File: config.mk
export PLATFORM = sky130hd
export DESIGN_NAME = exp_share_arb
export DESIGN_NICKNAME = d
export VERILOG_FILES = /design/src/rtl/exp_share_arb.sv
export SDC_FILE = /design/constraint.sdc
export NUM_CORES = 1
export LEC_CHECK = 0
export BUFFER_PORTS_ARGS = -buffer_cell sky130_fd_sc_hd__buf_2
export CORE_ASPECT_RATIO = 0.6
export CORE_MARGIN = 2
export CORE_UTILIZATION = 44
export CTS_CLUSTER_DIAMETER = 120
export DETAILED_ROUTE_END_ITERATION = 10
export MAX_ROUTING_LAYER = met4
export PLACE_DENSITY = 0.8
export REMOVE_ABC_BUFFERS = 1
export SYNTH_ARGS = -nofsm -noshare
export SYNTH_HDL_FRONTEND = slang
export SYNTH_SLANG_ARGS = --single-unit
File: constraint.sdc
create_clock -name clk -period 1.73 [get_ports clk]
set_input_delay 0 -clock clk [delete_from_list [all_inputs] [get_ports clk]]
set_output_delay 0 -clock clk [all_outputs]
set_load 0.01 [all_outputs]
File: src/rtl/exp_share_arb.sv
// Round-robin arbiter sharing one external combinational Q6.10 exp unit among N_REQ requesters.
// Optional macro EXP_ARB_SAT_EN saturates out-of-range results at the S2 load.
module exp_share_arb #(
  parameter int N_REQ  = 4,
  parameter int DATA_W = 16,
  parameter int ID_W   = $clog2(N_REQ)
) (
  input  logic                      clk,
  input  logic                      rst,
  input  logic [N_REQ-1:0]          req_valid,
  output logic [N_REQ-1:0]          req_ready,
  input  logic [N_REQ*DATA_W-1:0]   req_x,
  output logic                      resp_valid,
  input  logic                      resp_ready,
  output logic [DATA_W-1:0]         resp_data,
  output logic [ID_W-1:0]           resp_id,
  output logic [DATA_W-1:0]         exp_x,
  input  logic [DATA_W-1:0]         exp_y
);

  localparam logic [ID_W-1:0] LAST_RST = ID_W'(N_REQ - 1);
  localparam logic [ID_W:0]   N_WIDE   = (ID_W + 1)'(N_REQ);

  logic                r_s1_valid;
  logic [DATA_W-1:0]   r_s1_x;
  logic [ID_W-1:0]     r_s1_id;
  logic                r_s2_valid;
  logic [DATA_W-1:0]   r_s2_data;
  logic [ID_W-1:0]     r_s2_id;
  logic [ID_W-1:0]     r_last;

  logic                w_s2_adv;
  logic                w_s1_adv;
  logic                w_found;
  logic [ID_W-1:0]     w_grant;
  logic [ID_W:0]       w_cand;
  logic                w_accept;
  logic [N_REQ-1:0]    w_req_ready;
  logic [DATA_W-1:0]   w_grant_x;
  logic [DATA_W-1:0]   w_s2_next;

  assign w_s2_adv = !r_s2_valid || resp_ready;
  assign w_s1_adv = !r_s1_valid || w_s2_adv;

  // Scan from last+1 upward with an explicit wrap, so non power-of-two N_REQ works.
  always_comb begin
    w_found = 1'b0;
    w_grant = '0;
    w_cand  = '0;
    for (int k = 1; k <= N_REQ; k++) begin
      w_cand = {1'b0, r_last} + (ID_W + 1)'(k);
      if (w_cand >= N_WIDE) begin
        w_cand = w_cand - N_WIDE;
      end
      if (!w_found && req_valid[w_cand[ID_W-1:0]]) begin
        w_found = 1'b1;
        w_grant = w_cand[ID_W-1:0];
      end
    end
  end

  assign w_accept  = w_found && w_s1_adv && !rst;
  assign w_grant_x = req_x[int'(w_grant) * DATA_W +: DATA_W];

  always_comb begin
    w_req_ready = '0;
    if (w_accept) begin
      w_req_ready[w_grant] = 1'b1;
    end
  end

  assign req_ready = w_req_ready;

`ifdef EXP_ARB_SAT_EN
  localparam logic signed [DATA_W-1:0] SAT_LO = DATA_W'(16'hE000);
  localparam logic signed [DATA_W-1:0] SAT_HI = DATA_W'(16'h0DDC);

  // Saturation is decided on the operand, not on the exp output.
  always_comb begin
    w_s2_next = exp_y;
    if ($signed(r_s1_x) < SAT_LO) begin
      w_s2_next = '0;
    end else if ($signed(r_s1_x) > SAT_HI) begin
      w_s2_next = DATA_W'(16'h7FFF);
    end
  end
`else
  assign w_s2_next = exp_y;
`endif

  always_ff @(posedge clk) begin
    if (rst) begin
      r_s1_valid <= 1'b0;
      r_s1_x     <= '0;
      r_s1_id    <= '0;
      r_s2_valid <= 1'b0;
      r_s2_data  <= '0;
      r_s2_id    <= '0;
      r_last     <= LAST_RST;
    end else begin
      if (w_accept) begin
        r_last <= w_grant;
      end
      // S1 is zeroed when it empties so exp_x stays quiet between operations.
      if (w_s1_adv) begin
        r_s1_valid <= w_accept;
        r_s1_x     <= w_accept ? w_grant_x : '0;
        if (w_accept) begin
          r_s1_id <= w_grant;
        end
      end
      if (w_s2_adv) begin
        r_s2_valid <= r_s1_valid;
        if (r_s1_valid) begin
          r_s2_data <= w_s2_next;
          r_s2_id   <= r_s1_id;
        end
      end
    end
  end

  assign exp_x      = r_s1_valid ? r_s1_x : '0;
  assign resp_valid = r_s2_valid;
  assign resp_data  = r_s2_data;
  assign resp_id    = r_s2_id;

endmodule

==> results of run 1 <==
## metrics by stage
stage                     TNS [ns]  power (mW)  utilization  instances  hold slack [ns]
after floorplan             -8.226       1.533            -        261          0.06907
after global placement           0       1.875       0.6000        472           0.2403
after detailed placement         0       1.904       0.6000        472           0.2470
after CTS                 -0.03335       2.680       0.6575        498         0.004722
after global routing       -0.3504       2.893       0.6805        506          0.01188
final                     -0.02811       2.739       0.6805        506          0.01087
## power breakdown
| part | internal, mW | switching, mW | leakage (nW) | total, mW |
|---|---|---|---|---|
| Clock | 0.428 | 0.319 | 0.0552 | 0.748 |
| Sequential | 1.03 | 0.0567 | 0.331 | 1.09 |
| Combinational | 0.463 | 0.443 | 1.32 | 0.905 |
| Total | 1.92 | 0.819 | 1.71 | 2.74 |
## worst max-delay path by stage
| stage | startpoint | end | depth (start not counted) |
|---|---|---|---|
| after floorplan | r_last[0] | r_s1_x[10] | 5 |
| after global placement | resp_valid | r_s1_x[15] | 5 |
| after detailed placement | resp_valid | r_s1_x[2] | 5 |
| after CTS | resp_valid | req_ready[1] | 6 |
| after global routing | r_last[0] | req_ready[2] | 8 |
| final | resp_valid | req_ready[1] | 6 |
## state kept, by name (all words and copies together) (netlist names)
signal / count
r_last: 2
r_s1_id: 2
r_s1_valid: 1
r_s1_x: 16
resp_data: 16
resp_id: 2
resp_valid: 1
## cells by family (layout without fill, tap and decap cells)
family,after synthesis,after routing
and+or+nand+nor,110,110
AOI/OAI and AO/OA,79,79
DFF,40,40
buffers and inverters,40,195
muxes,16,16
## worst register-to-register path: stages (launching register included)
cell	delay, ns
dfxtp_2	0.33
nand2b_1	0.18
o22ai_1	0.26
buf_4	0.18
nor3_4	0.04
buf_6	0.13
buf_4	0.13
buf_4	0.13
o21ai_0	0.09
o211ai_1	0.11
## cell usage in the layout, fill, tap and decap left out, types with 2 or more instances in the layout
master         netlist  final
nor2b_4              1      2
mux2i_1             16     16
inv_1               16     16
nor2_1              10      9
buf_4                1     24
nor2b_1              3      2
o21ai_0             13     13
and2_1              17     17
dfxtp_1             40     38
dfxtp_2              0      2
and4_1              16     16
buf_2                2    123
buf_6                1      7
nand2_1             54     54
o211ai_1             7      7
dlygate4sd3_1        0     16
nand2b_1             3      3
o211ai_2             9      9
o21ai_2              1      2
o21ai_1              8      7
a21oi_1             20     19
clkbuf_8             0      5
a31oi_1             17     17
## layout make-up
class	instances	area (sq um)
Clock buffer	6	72.57
Timing Repair Buffer	171	1055
Multi-Input combinational cell	205	1297
Inverter	16	60.06
Sequential cell	40	803.3
Tap cell	66	82.58
Clock inverter	2	35.03
Fill cell	430	1599
## routing by layer
metal  vias up  track usage
met5         -            -
met4         0      0.04225
met3         8      0.04707
met1      1213       0.3114
li1       1299            -
met2        98       0.4087
## repair_timing
action / CTS / global route
setup buffers: 2 / 9
hold endpoints to repair: 16 / 0
setup endpoints to repair: 4 / 4
pin swaps: 1 / 4
gates resized for setup: 1 / 15
hold buffers: 16 / 0
==> impl_metrics.ini, run 1 <==
[synth]
synth.yosys.seq_area_share = 0.3552
synth_fa_ha_area_frac = 0
synth_area_leaders = dfxtp_1, nand2_1, mux2i_1, and4_1, o211ai_2
synth-xor-area-share = 0
async_flop_share = 0
yosysMostFrequentCell = nand2_1
synth_cells = 285
avgSynthCellArea_sq_um = 7.911
synthFlopType = dfxtp_1
synth_area_sq_um = 2255
synth_top_area_cell = dfxtp_1
yosys_warnings = 0
synth_edf_count = 0
synth_mux_area_frac = 0.07103
ys_seq_elements = 40
ys_types = 32
synth_compound_area_frac = 0.2297
synth-simple-area-share = 0.2614
netlist.area_leader.share = 0.3552
synth_top_family_by_area = simple AND/OR/NAND/NOR gates
netlist_top_cells_count = nand2_1, dfxtp_1, a21oi_1, clkbuf_1

[critical_path]
rr_worst_depth = 9
crit_type = register to primary output
cpMostUsedCell = buf_6
worstReg2RegStart = r_last[0]
endpoint_kind = primary output
crit_family = simple AND/OR/NAND/NOR gates
cp_data_arrival_time_ns = 1.76
crit_required_ns = 1.73
r2r_setup_slack_ns = 0.04
rr_endpoint = r_s1_x[15]
start_kind = register
cpPeakStageDelay_ns = 0.44
crit_slowest_cell = a221o_2
cp.buffers_inverters = 2
critical_path_peak_fanout = 5
crit_chain = nor2b_4 -> a221o_2 -> or2_4 -> buf_6 -> nor2_4 -> buf_6

[timing]
setup_viol = 2
fin_skew_ns = 0.007474
fmax_mhz = 569.3
rsz0062_at_grt = true
hold_viol_final = 0
finalMaxSlewViolations = 0
fin_ws_ns = -0.02641
max_slew_margin = 0.7249
period_minus_slack_ns = 1.756
fin_crit_sh = 1.015
worstMarginPinSlew_ns = 0.4111

[finish]
finalNetCount = 526
drive_above_1_share = 0.4159
area_delta_synth_final_pct = 51.05
antennaDiodeCount = 0
design_area_sq_um = 3406

[placed_design]
place_ws_ns = 0.1007
place_hpwl_microns = 5008
gp_congestion = 0.8444
placed_cell_area_sq_um = 3003
io_buffers = 125

[die]
die_area_sq_um = 5732
die_x_microns = 96.42
pin_count = 126
die-height_microns = 59.45
row_count = 20
fp.coreArea_sq_um = 5005
start_util = 0.4505

[route]
dr_wl_met3_microns = 545
wl_per_cell_microns = 13.98
drt_iter0_drc = 94
top_layer_used = met4
route.detailed.drc = 0
m1WireLength_microns = 3043
viasPerCell = 5.174
dr_total_vias = 2618
drt_first_pass_iters = 4
wl_microns = 7072
wl_met2_microns = 3405
final_antenna_net_count = 0

[clock_network]
root_buffer = clkbuf_8
cts_tree = done
clk_pin_slew_ns = 0.08
cts.sinks = 40
cts_max_path_buffers = 2
clkLatencyLatePin_ns = 0.28
numCtsBuffers = 5
htreeDepth = 2

[flow_run]
drv_cap = 0

[global_route]
grt_pass1_vias = 2348
grt_pass1_wl_microns = 10480
grt_overflow_total = 0
antenna_found_initial = 0
track_usage = 0.2432
grt_max_degree = 33

[min_path]
min_from = req_x[10]
hold_depth = 3
min_to = r_s1_x[10]
hp-class = input port to register

[status]
violations = negative setup slack
status = finished with violations

[pwr]
ir_worst_vdd_v = 0.0004181
powerDensity_nw_per_um2 = 804.1
power.leakage_nw = 1.706
Power figures use the tool's default switching activity.
==> run 2: changes to the inputs <==
Settings changed: SKIP_CTS_REPAIR_TIMING set to 1.
==> run 2 against run 1 <==
  * Flip-flop and latch count is the same
  * Clock-buffer cell count unchanged
  * Setup slack improved by 0.0044 ns
  * Largest cell class unchanged
  * The run still ends with negative setup slack left
  * Critical path type unchanged
==> impl_metrics.ini, run 2 (synthesized netlist as in run 1, its figures left out) <==
[clock_network]
cts_max_path_buffers = 2
root_buffer = clkbuf_8
numCtsBuffers = 5
clk_pin_slew_ns = 0.08
cts_tree = done
cts.sinks = 40
htreeDepth = 2
clkLatencyLatePin_ns = 0.28

[critical_path]
crit_type = register to primary output
crit_start = resp_valid
critical_path_peak_fanout = 5
r2r_setup_slack_ns = 0.10
start_kind = register
cp_data_arrival_time_ns = 1.75
endpoint_kind = primary output
crit_required_ns = 1.73
crit_end = req_ready[1]
rr_worst_depth = 8
rr_endpoint = r_s1_x[15]
worstReg2RegStart = resp_valid

[route]
route.detailed.drc = 0
drt_iter0_drc = 131
dr_total_vias = 2601
wl_microns = 7145
wl_per_cell_microns = 14.15
drt_first_pass_iters = 4
final_antenna_net_count = 0
viasPerCell = 5.150

[finish]
design_area_sq_um = 3418
antennaDiodeCount = 0
num-fill-cells = 429
fin_cells = 505
area_delta_synth_final_pct = 51.61
finalNetCount = 525
final_cell_mix = buf_2, nand2_1, dfxtp_1
drive_above_1_share = 0.4191
final_common_cell = buf_2

[timing]
rsz0062_at_grt = true
max_slew_margin = 0.7069
worstMarginPinSlew_ns = 0.4380
fmax_mhz = 570.8
hold_viol_final = 0
fin_crit_sh = 1.013
period_minus_slack_ns = 1.752
setup_viol = 1
finalMaxSlewViolations = 0
fin_ws_ns = -0.02204
fin_skew_ns = 0.007659

[pwr]
powerDensity_nw_per_um2 = 803.9
power.internal_mw = 1.926
ir_worst_vdd_v = 0.0003848
clkPwrFrac = 0.270
seq_power_share = 0.395
power.leakage_nw = 1.712
combPwrFrac = 0.335
switching_share = 0.2990
switching_power_mw = 0.8215

[global_route]
grt_pass1_vias = 2258
antenna_found_initial = 0
grt_pass1_wl_microns = 10120
track_usage = 0.2354
grt_overflow_total = 0
grt_max_degree = 33

[placed_design]
place_hpwl_microns = 5008
io_buffers = 125
placed_cell_area_sq_um = 3003
dp_cells = 472
gp_congestion = 0.8444

[status]
status = finished with violations
violations = negative setup slack

[die]
pin_count = 126
fp.coreArea_sq_um = 5005
die_area_sq_um = 5732
die_x_microns = 96.42
start_util = 0.4505
row_count = 20
die-height_microns = 59.45

[flow_run]
drv_cap = 0

[min_path]
hp-class = input port to register
-- run 2: power by group through the flow --
stage | sequential [mW] | clock (mW) | combinational [mW]
3_5_place_dp | 1.10 | 0 | 0.801
6_report | 1.09 | 0.743 | 0.920
3_3_place_gp | 1.10 | 0 | 0.779
5_1_grt | 1.10 | 0.803 | 1.00
2_1_floorplan | 1.11 | 0 | 0.428
4_1_cts | 1.08 | 0.760 | 0.804
-- run 2: layout make-up --
type                            count  area [sq um]  share of cell area
Multi-Input combinational cell    205          1308              0.3825
Tap cell                           66         82.58             0.02416
Clock buffer                        6         72.57             0.02123
Timing Repair Buffer              170          1057              0.3093
Inverter                           16         60.06             0.01757
Sequential cell                    40         803.3              0.2350
Clock inverter                      2         35.03             0.01025
-- run 2: worst max-delay path, cell delays in order, from the launching register on --
cell and delay, ns:
dfxtp_2 0.32, nor2b_4 0.13, a221o_2 0.42, or2_4 0.28, buf_6 0.14, nor2_4 0.08, buf_6 0.10
-- run 2: worst min path at each step --
stage	startpoint	to	slack [ns]	cells after the start
floorplan	rst	resp_data[0]	0.07	1
global placement	exp_y[7]	resp_data[7]	0.24	3
detailed placement	exp_y[12]	resp_data[12]	0.25	3
CTS	exp_y[1]	resp_data[1]	-0.06	3
global route	req_x[10]	r_s1_x[10]	0.01	3
finish	req_x[26]	r_s1_x[10]	0.01	3
-- run 2: stage by stage --
step | power [mW] | setup TNS, ns | hold WS, ns | utilization | setup WS, ns
detailed placement | 1.904 | 0 | 0.2470 | 0.6000 | 0.1007
global route | 2.904 | -0.2475 | 0.01188 | 0.6830 | -0.06988
finish | 2.748 | -0.02204 | 0.01054 | 0.6830 | -0.02204
floorplan | 1.533 | -8.226 | 0.06907 | - | -0.5233
CTS | 2.646 | -0.3023 | -0.06000 | 0.6215 | -0.1153
global placement | 1.875 | 0 | 0.2403 | 0.6000 | 0.1569
-- run 2: metal layers --
| layer | vias to the layer above | wire length (microns) | track usage |
|---|---|---|---|
| met5 | - | 0 | - |
| li1 | 1295 | - | - |
| met3 | 4 | 553 | 0.04707 |
| met4 | 0 | 48 | 0.04225 |
| met1 | 1202 | 3051 | 0.3067 |
| met2 | 100 | 3492 | 0.3869 |
